--- src/rtl/int_ctl_pkg.sv ---
// Shared definitions for the eight-line interrupt controller: register select
// codes, the spurious vector code and the fixed-priority encoder.
package int_ctl_pkg;

    typedef enum logic {
        SEL_MASK = 1'b0,
        SEL_PEND = 1'b1
    } reg_sel_e;

    localparam logic [3:0] VEC_SPURIOUS = 4'b0000;

    typedef struct packed {
        logic       found;
        logic [2:0] idx;
    } prio_t;

    // Lowest set bit wins, so line 0 has the highest priority.
    function automatic prio_t prio_enc(input logic [7:0] act);
        prio_t r;
        r.found = 1'b0;
        r.idx   = 3'd0;
        for (int i = 7; i >= 0; i--) begin
            if (act[i]) begin
                r.found = 1'b1;
                r.idx   = 3'(i);
            end
        end
        return r;
    endfunction

endpackage

--- src/rtl/int_ctl_if.sv ---
// Peripheral-request, acknowledge and register bus of the interrupt controller.
interface int_ctl_if;
    logic [7:0] nirqin;
    logic       nack;
    logic       nwe;
    logic       a;
    logic [7:0] din;
    logic [7:0] dout;
    logic       nirq;
    logic [7:0] vec;

    modport master (
        output nirqin, nack, nwe, a, din,
        input  dout, nirq, vec
    );

    modport slave (
        input  nirqin, nack, nwe, a, din,
        output dout, nirq, vec
    );
endinterface

--- src/rtl/int_ctl_edge_det.sv ---
// Two-flop synchroniser plus falling-edge detector for one active-low request.
module int_ctl_edge_det (
    input  logic clk4,
    input  logic nreset,
    input  logic i_n,
    output logic o_fall
);
    logic r_s0;
    logic r_s1;
    logic r_prev;

    // All stages reset high so a line idling high never reports a spurious edge.
    always_ff @(posedge clk4 or negedge nreset) begin
        if (!nreset) begin
            r_s0   <= 1'b1;
            r_s1   <= 1'b1;
            r_prev <= 1'b1;
        end else begin
            r_s0   <= i_n;
            r_s1   <= r_s0;
            r_prev <= r_s1;
        end
    end

    assign o_fall = r_prev & ~r_s1;
endmodule

--- src/rtl/int_ctl.sv ---
// Eight-line prioritising interrupt controller: pending latch, software mask,
// registered nIRQ and vector hand-back on acknowledge.
module int_ctl
    import int_ctl_pkg::*;
#(
    parameter logic [3:0] VBASE = 4'hE
) (
    input  logic       clk4,
    input  logic       nreset,
    int_ctl_if.slave   bus
);
    logic [7:0] r_pend;
    logic [7:0] r_mask;
    logic       r_nirq;
    logic [7:0] r_vec;

    logic [7:0] w_fall;
    logic [7:0] w_act;
    logic [7:0] w_wr_clr;
    logic [7:0] w_ack_clr;
    logic       w_ack;
    logic       w_wr_mask;
    logic       w_wr_pend;
    prio_t      w_prio;

    for (genvar g = 0; g < 8; g++) begin : g_line
        int_ctl_edge_det u_edge (
            .clk4   (clk4),
            .nreset (nreset),
            .i_n    (bus.nirqin[g]),
            .o_fall (w_fall[g])
        );
    end

    assign w_act     = r_pend & r_mask;
    assign w_prio    = prio_enc(w_act);
    assign w_ack     = ~bus.nack;
    assign w_wr_mask = ~bus.nwe && (bus.a == SEL_MASK);
    assign w_wr_pend = ~bus.nwe && (bus.a == SEL_PEND);
    assign w_wr_clr  = w_wr_pend ? bus.din : 8'h00;
    assign w_ack_clr = (w_ack && w_prio.found) ? (8'h01 << w_prio.idx) : 8'h00;

    // A fresh edge is OR'd in after the clears so it survives a same-cycle retire.
    always_ff @(posedge clk4 or negedge nreset) begin
        if (!nreset) begin
            r_pend <= 8'h00;
            r_mask <= 8'h00;
            r_nirq <= 1'b1;
            r_vec  <= {VBASE, VEC_SPURIOUS};
        end else begin
            r_pend <= (r_pend & ~(w_wr_clr | w_ack_clr)) | w_fall;
            if (w_wr_mask)
                r_mask <= bus.din;
            r_nirq <= ~|w_act;
            if (w_ack)
                r_vec <= w_prio.found ? {VBASE, 1'b1, w_prio.idx} : {VBASE, VEC_SPURIOUS};
        end
    end

    assign bus.dout = (bus.a == SEL_PEND) ? r_pend : r_mask;
    assign bus.nirq = r_nirq;
    assign bus.vec  = r_vec;
endmodule
--- src/flat_wrapper.sv ---
// flat-port wrapper written by rule: the top's interface ports become plain ports
module int_ctl_flat import int_ctl_pkg::*;
#(
    parameter logic [3:0] VBASE = 4'hE
)
  (clk4, nreset, bus_nirqin, bus_nack, bus_nwe, bus_a, bus_din, bus_dout, bus_nirq, bus_vec);
  int_ctl_if bus_i ();
  input  logic clk4;
  input  logic nreset;
  input wire logic [$bits(bus_i.nirqin)-1:0] bus_nirqin;
  input wire logic [$bits(bus_i.nack)-1:0] bus_nack;
  input wire logic [$bits(bus_i.nwe)-1:0] bus_nwe;
  input wire logic [$bits(bus_i.a)-1:0] bus_a;
  input wire logic [$bits(bus_i.din)-1:0] bus_din;
  output wire logic [$bits(bus_i.dout)-1:0] bus_dout;
  output wire logic [$bits(bus_i.nirq)-1:0] bus_nirq;
  output wire logic [$bits(bus_i.vec)-1:0] bus_vec;
  assign bus_i.nirqin = bus_nirqin;
  assign bus_i.nack = bus_nack;
  assign bus_i.nwe = bus_nwe;
  assign bus_i.a = bus_a;
  assign bus_i.din = bus_din;
  assign bus_dout = bus_i.dout;
  assign bus_nirq = bus_i.nirq;
  assign bus_vec = bus_i.vec;
  int_ctl #(.VBASE(VBASE)) u_core (.clk4(clk4), .nreset(nreset), .bus(bus_i));
endmodule
--- config.mk ---
export PLATFORM = sky130hd
export DESIGN_NAME = int_ctl_flat
export DESIGN_NICKNAME = d
export VERILOG_FILES = /design/src/rtl/int_ctl_pkg.sv /design/src/rtl/int_ctl_if.sv /design/src/rtl/int_ctl_edge_det.sv /design/src/rtl/int_ctl.sv /design/src/flat_wrapper.sv
export SDC_FILE = /design/constraint.sdc
export NUM_CORES = 1
export LEC_CHECK = 0
export ABC_AREA = 1
export CAP_MARGIN = 10
export CORE_ASPECT_RATIO = 0.6
export CORE_MARGIN = 2
export CORE_UTILIZATION = 40
export CTS_CLUSTER_SIZE = 30
export DETAILED_ROUTE_END_ITERATION = 7
export GPL_ROUTABILITY_DRIVEN = 0
export PLACE_DENSITY = 0.61
export SLEW_MARGIN = 15
export SYNTH_ARGS = -nofsm -noshare
export SYNTH_HDL_FRONTEND = slang
export SYNTH_SLANG_ARGS = --single-unit
--- constraint.sdc ---
create_clock -name clk4 -period 1.6 [get_ports clk4]
set_input_delay 0.24 -clock clk4 [delete_from_list [all_inputs] [get_ports clk4]]
set_output_delay 0.24 -clock clk4 [all_outputs]
set_load 0.005 [all_outputs]
Word-level counts from Yosys, hierarchy flattened --
Index checks and enable logic that the tools add are counted.
Operators by class: shift-type cells 1, muxes and demuxes 12, bitwise logic cells 24, reductions and logical operators 5
Operators by type and width (number):
- 4-bit two-way mux | 9
- 8-bit two-way mux | 3
- 8-bit bitwise AND | 2
- 8-bit bitwise OR | 2
- 1-bit NOT | 11
- 1-bit bitwise AND | 8
- 8-bit NOT | 1
- 8-bit OR reduction | 1
- 1-bit by 3-bit left shift with 8-bit output (first input constant) | 1
- 1-bit logical AND | 3
- 1-bit zero test | 1
Storage, ports and cells: register bits after elaboration 49, input port bits 21, output and inout port bits 17, logic and storage cells 70

Longest topological paths before layout --
word-level depth 15, mapped depth 12, depth with buffers taken out 12

Cells and area by module --
Synthesis repeated with hierarchy kept, for this count alone.
Unflattened totals: cells, all modules 209, area, all modules 1954.4 µm²
By module, submodules not included:
- int_ctl | times used 1, cells an instance 169, area each 1243.7 µm², sequential area each 526.8 µm²
- int_ctl_edge_det | times used 8, cells an instance 5, area each 88.8 µm², sequential area each 78.8 µm²

Worst setup path after synthesis --
No wires, ideal clock.
path type register -> register, from reg u_core.r_pend[0], to reg u_core.r_pend[7], data arrival time 1074 ps, setup slack 410 ps, cell stages (with the launch flop) 9, buffers on the path 0, period minus slack after synthesis 1190 ps, path through dfrtp_1 -> nand2_4 -> nand2_4 -> nor2_4 -> nand2_2 -> nor2_4 -> nand4_1 -> nand2_1 -> nand2_1
Between the ends: cells in the longest elaborated chain, start to end 8
RTL lines:
- start: declaration | RTL line int_ctl.sv:12 | logic [7:0] r_pend;
- start signal: assignment | RTL line int_ctl.sv:51 | r_pend <= (r_pend & ~(w_wr_clr | w_ack_clr)) | w_fall;
- 8-bit bitwise AND * | RTL line int_ctl.sv:35 | assign w_act = r_pend & r_mask;
- 4-bit two-way mux * | RTL line int_ctl_pkg.sv:23 | if (act[i]) begin
- 1-bit by 3-bit left shift with 8-bit output or 1-bit logical AND (tied branches) | RTL line int_ctl.sv:41 | assign w_ack_clr = (w_ack && w_prio.found) ? (8'h01 << w_prio.idx) : 8'h00;
- 8-bit two-way mux * | RTL line int_ctl.sv:41
- 8-bit bitwise OR * | RTL line int_ctl.sv:51
- 8-bit NOT * | RTL line int_ctl.sv:51
- 8-bit bitwise AND * | RTL line int_ctl.sv:51
- 8-bit bitwise OR * | RTL line int_ctl.sv:51
Mark *: on every way between the ends. The rest lies on a longest branch, timed or not. A chain may end at the register's enable or synchronous reset.

Worst setup path after layout --
from reg u_core.r_nirq (netlist: u_core.bus.nirq), to out bus_nirq
RTL lines:
- start: declaration | RTL line int_ctl.sv:14 | logic r_nirq;
- start signal: assignment | RTL line int_ctl.sv:54 | r_nirq <= ~|w_act;
- end: declaration | RTL line flat_wrapper.sv:16 | output wire logic [$bits(bus_i.nirq)-1:0] bus_nirq;
No word-level cell between the ends.

==> results.py <==
metrics = {
    "status": {
        "status": "completed",
    },
    "logic_synthesis": {
        "synthArstFlopShare": 1.00,
        "ys_seq_elements": 45,
        "syn_area_per_cell_sq_um": 9.52,
        "synthDistinctLibCells": 20,
        "yosysWarnings": 0,
        "synth_area_sq_um": 1910,
        "synth_edf_count": 0,
        "dominantRegCellSynth": "dfstp_2",
        "syn_inst": 201,
        "ys_seq_area_frac": 0.605,
    },
    "min_path": {
        "min-delay-start": "bus_nirqin[4]",
        "hp-class": "primary input to flop",
        "min_delay_path_depth": 1,
        "min_to": "u_core.g_line[4].u_edge.r_s0$_DFF_PN1_",
    },
    "floorplan": {
        "start_util": 0.417,
        "dieHeight_um": 57.6,
        "ios": 38,
        "dieArea_sq_um": 5370,
        "fp-row-count": 19,
        "coreArea_sq_um": 4590,
        "die_x_um": 93.3,
    },
    "cts": {
        "cts_max_level": 2,
        "cts_tree": "built",
        "cts_root_buffer": "clkbuf_8",
        "clk_pin_slew_ps": 80,
        "clk_latency_ps": 290,
        "max-clock-path-buffers": 2,
        "numCtsBuffers": 5,
        "cts.sinks": 45,
    },
    "worst_setup_path": {
        "r2r_cells": 13,
        "critical_path.top_delay_family": "flip-flops",
        "crit_path_start_kind": "flop",
        "crit_chain": "clkdlybuf4s50_1",
        "crit_path_max_incr_delay_ps": 520,
        "cp_data_required_time_ps": 1360,
        "cp_num_buf_inv": 1,
        "path_max_fanout": 1,
        "cp-end-kind": "output pin",
        "cp_slowest_cell": "dfstp_2",
        "worstPathArrival_ps": 1290,
        "r2r-start": "u_core.r_mask[7]$_DFFE_PN0P_",
        "r2r_end": "u_core.r_pend[6]$_DFF_PN0_",
        "r2r_setup_slack_ps": 240,
        "critical_path_class": "flop to output pin",
    },
    "routing": {
        "drc": 0,
        "ant_nets": 0,
        "drt_wl_total_um": 3560,
        "viasPerCell": 4.42,
        "drt_pass1_iterations": 4,
        "wire_per_inst_um": 11.6,
        "num_vias": 1351,
        "drt_iter0_markers": 85,
    },
    "global_route": {
        "grtUsageMet2": 0.225,
        "grt_max_degree": 30,
        "met1_usage": 0.212,
        "antenna_found_initial": 0,
        "track_usage": 0.150,
        "grt-busiest-layer": "met2",
        "grt_pass1_vias": 1305,
        "use_met3": 0.0542,
        "overflow": 0,
        "grt_pass1_wl_um": 6180,
    },
    "cells_and_area": {
        "drive_above_1_share": 0.243,
        "final_cells": 306,
        "syn2layout_area_growth_pct": 30.4,
        "n_antenna_cell": 0,
        "utilization": 0.544,
        "final_cell_mix": "nand2_1, inv_1, dfstp_2",
        "nNetsFinal": 263,
        "final_common_cell": "nand2_1",
    },
    "place": {
        "place_inst": 294,
        "io_buffers": 33,
        "dp_hpwl_um": 2560,
    },
    "timing": {
        "skew_ps": 3.73,
        "fmax_mhz": 655,
        "layout_min_cycle_time_ps": 1530,
        "rsz0062_at_grt": "false",
        "hold_violations": 0,
        "setup_violations": 0,
        "fin_crit_sh": 0.955,
        "slew_violations": 0,
    },
    "power": {
        "leakagePower_uw": 0.00120,
        "finalPower_uw": 2970,
        "ir_drop_mv": 0.540,
        "power.density_nw_per_um2": 1190,
    },
    "run": {
        "maxCapViolCount": 0,
    },
}
flip-flops by register name, summed over array words and instances (netlist names):
register,flops
u_core.bus.nirq,1
u_core.bus.vec,4
u_core.g_line.u_edge.r_prev,8
u_core.g_line.u_edge.r_s0,8
u_core.g_line.u_edge.r_s1,8
u_core.r_mask,8
u_core.r_pend,8
repair_timing:
item,in CTS,in global routing
resized for setup,10,0
setup buffers,2,0
endpoints found under the hold margin,8,0
hold buffers,1,0
endpoints found under the setup margin,8,0
report_power, final:
part / switching (uW) / internal (uW)
clock network: 353 / 509
logic: 385 / 329
registers: 96.5 / 1300
final cells by class:
cell class	instances	area [sq um]
flip-flops and latches	45	1160
fillers	421	2090
multi-input cells	120	596
clock inverters	1	30.0
well taps	63	78.8
clock buffers	7	86.3
repair buffers	41	439
inverters	29	109
Yosys cell counts (2+ instances only):
| master | instances | area (sq um) |
|---|---|---|
| nand2_1 | 61 | 229 |
| inv_2 | 2 | 7.51 |
| nand4_1 | 4 | 25.0 |
| nand2_2 | 6 | 37.5 |
| nand3_1 | 13 | 65.1 |
| buf_4 | 4 | 30.0 |
| nor2_4 | 2 | 22.5 |
| nand2_4 | 6 | 67.6 |
| dfrtp_1 | 20 | 500 |
| conb_1 | 2 | 7.51 |
| nor2_2 | 2 | 12.5 |
| o21ai_0 | 18 | 90.1 |
| o21ai_1 | 2 | 10.0 |
| buf_2 | 3 | 15.0 |
| inv_1 | 27 | 101 |
| dfstp_2 | 25 | 657 |
worst max-delay path by stage:
stage,start,to,slack (ps),cells past startpoint
floorplan,u_core.r_pend[0]$_DFF_PN0_,u_core.r_pend[7]$_DFF_PN0_,410,8
global placement,bus_a,bus_dout[1],-280,4
detailed placement,bus_a,bus_dout[1],-260,4
CTS,u_core.bus.nirq$_DFF_PN1_,bus_nirq,50,1
global route,u_core.bus.nirq$_DFF_PN1_,bus_nirq,30,1
finish,u_core.bus.nirq$_DFF_PN1_,bus_nirq,70,1
metal layers:
metal / up-vias / wire length (um)
met4: 0 / 15
met3: 2 / 205
met1: 634 / 1750
met2: 29 / 1590
met5: - / 0
li1: 686 / -
cell families (layout without fill, tap and decap cells):
kind of cell	after synthesis	in the layout	synth area share
buffers and inverters	38	78	0.0882
other	2	4	0.00392
flip-flops	45	45	0.605
AO/OA/AOI/OAI	21	21	0.0608
AND/OR/NAND/NOR	95	95	0.242
stage by stage:
step	setup slack (ps)	hold slack, ps	area, sq um	setup TNS (ps)
after floorplan	410	-55.6	1920	0
after global placement	-283	185	2330	-1760
after detailed placement	-257	189	2330	-1720
after CTS	54.8	337	2500	0
after global routing	26.9	336	2500	0
final	72.3	350	2500	0
Power figures use the tool's default switching activity.
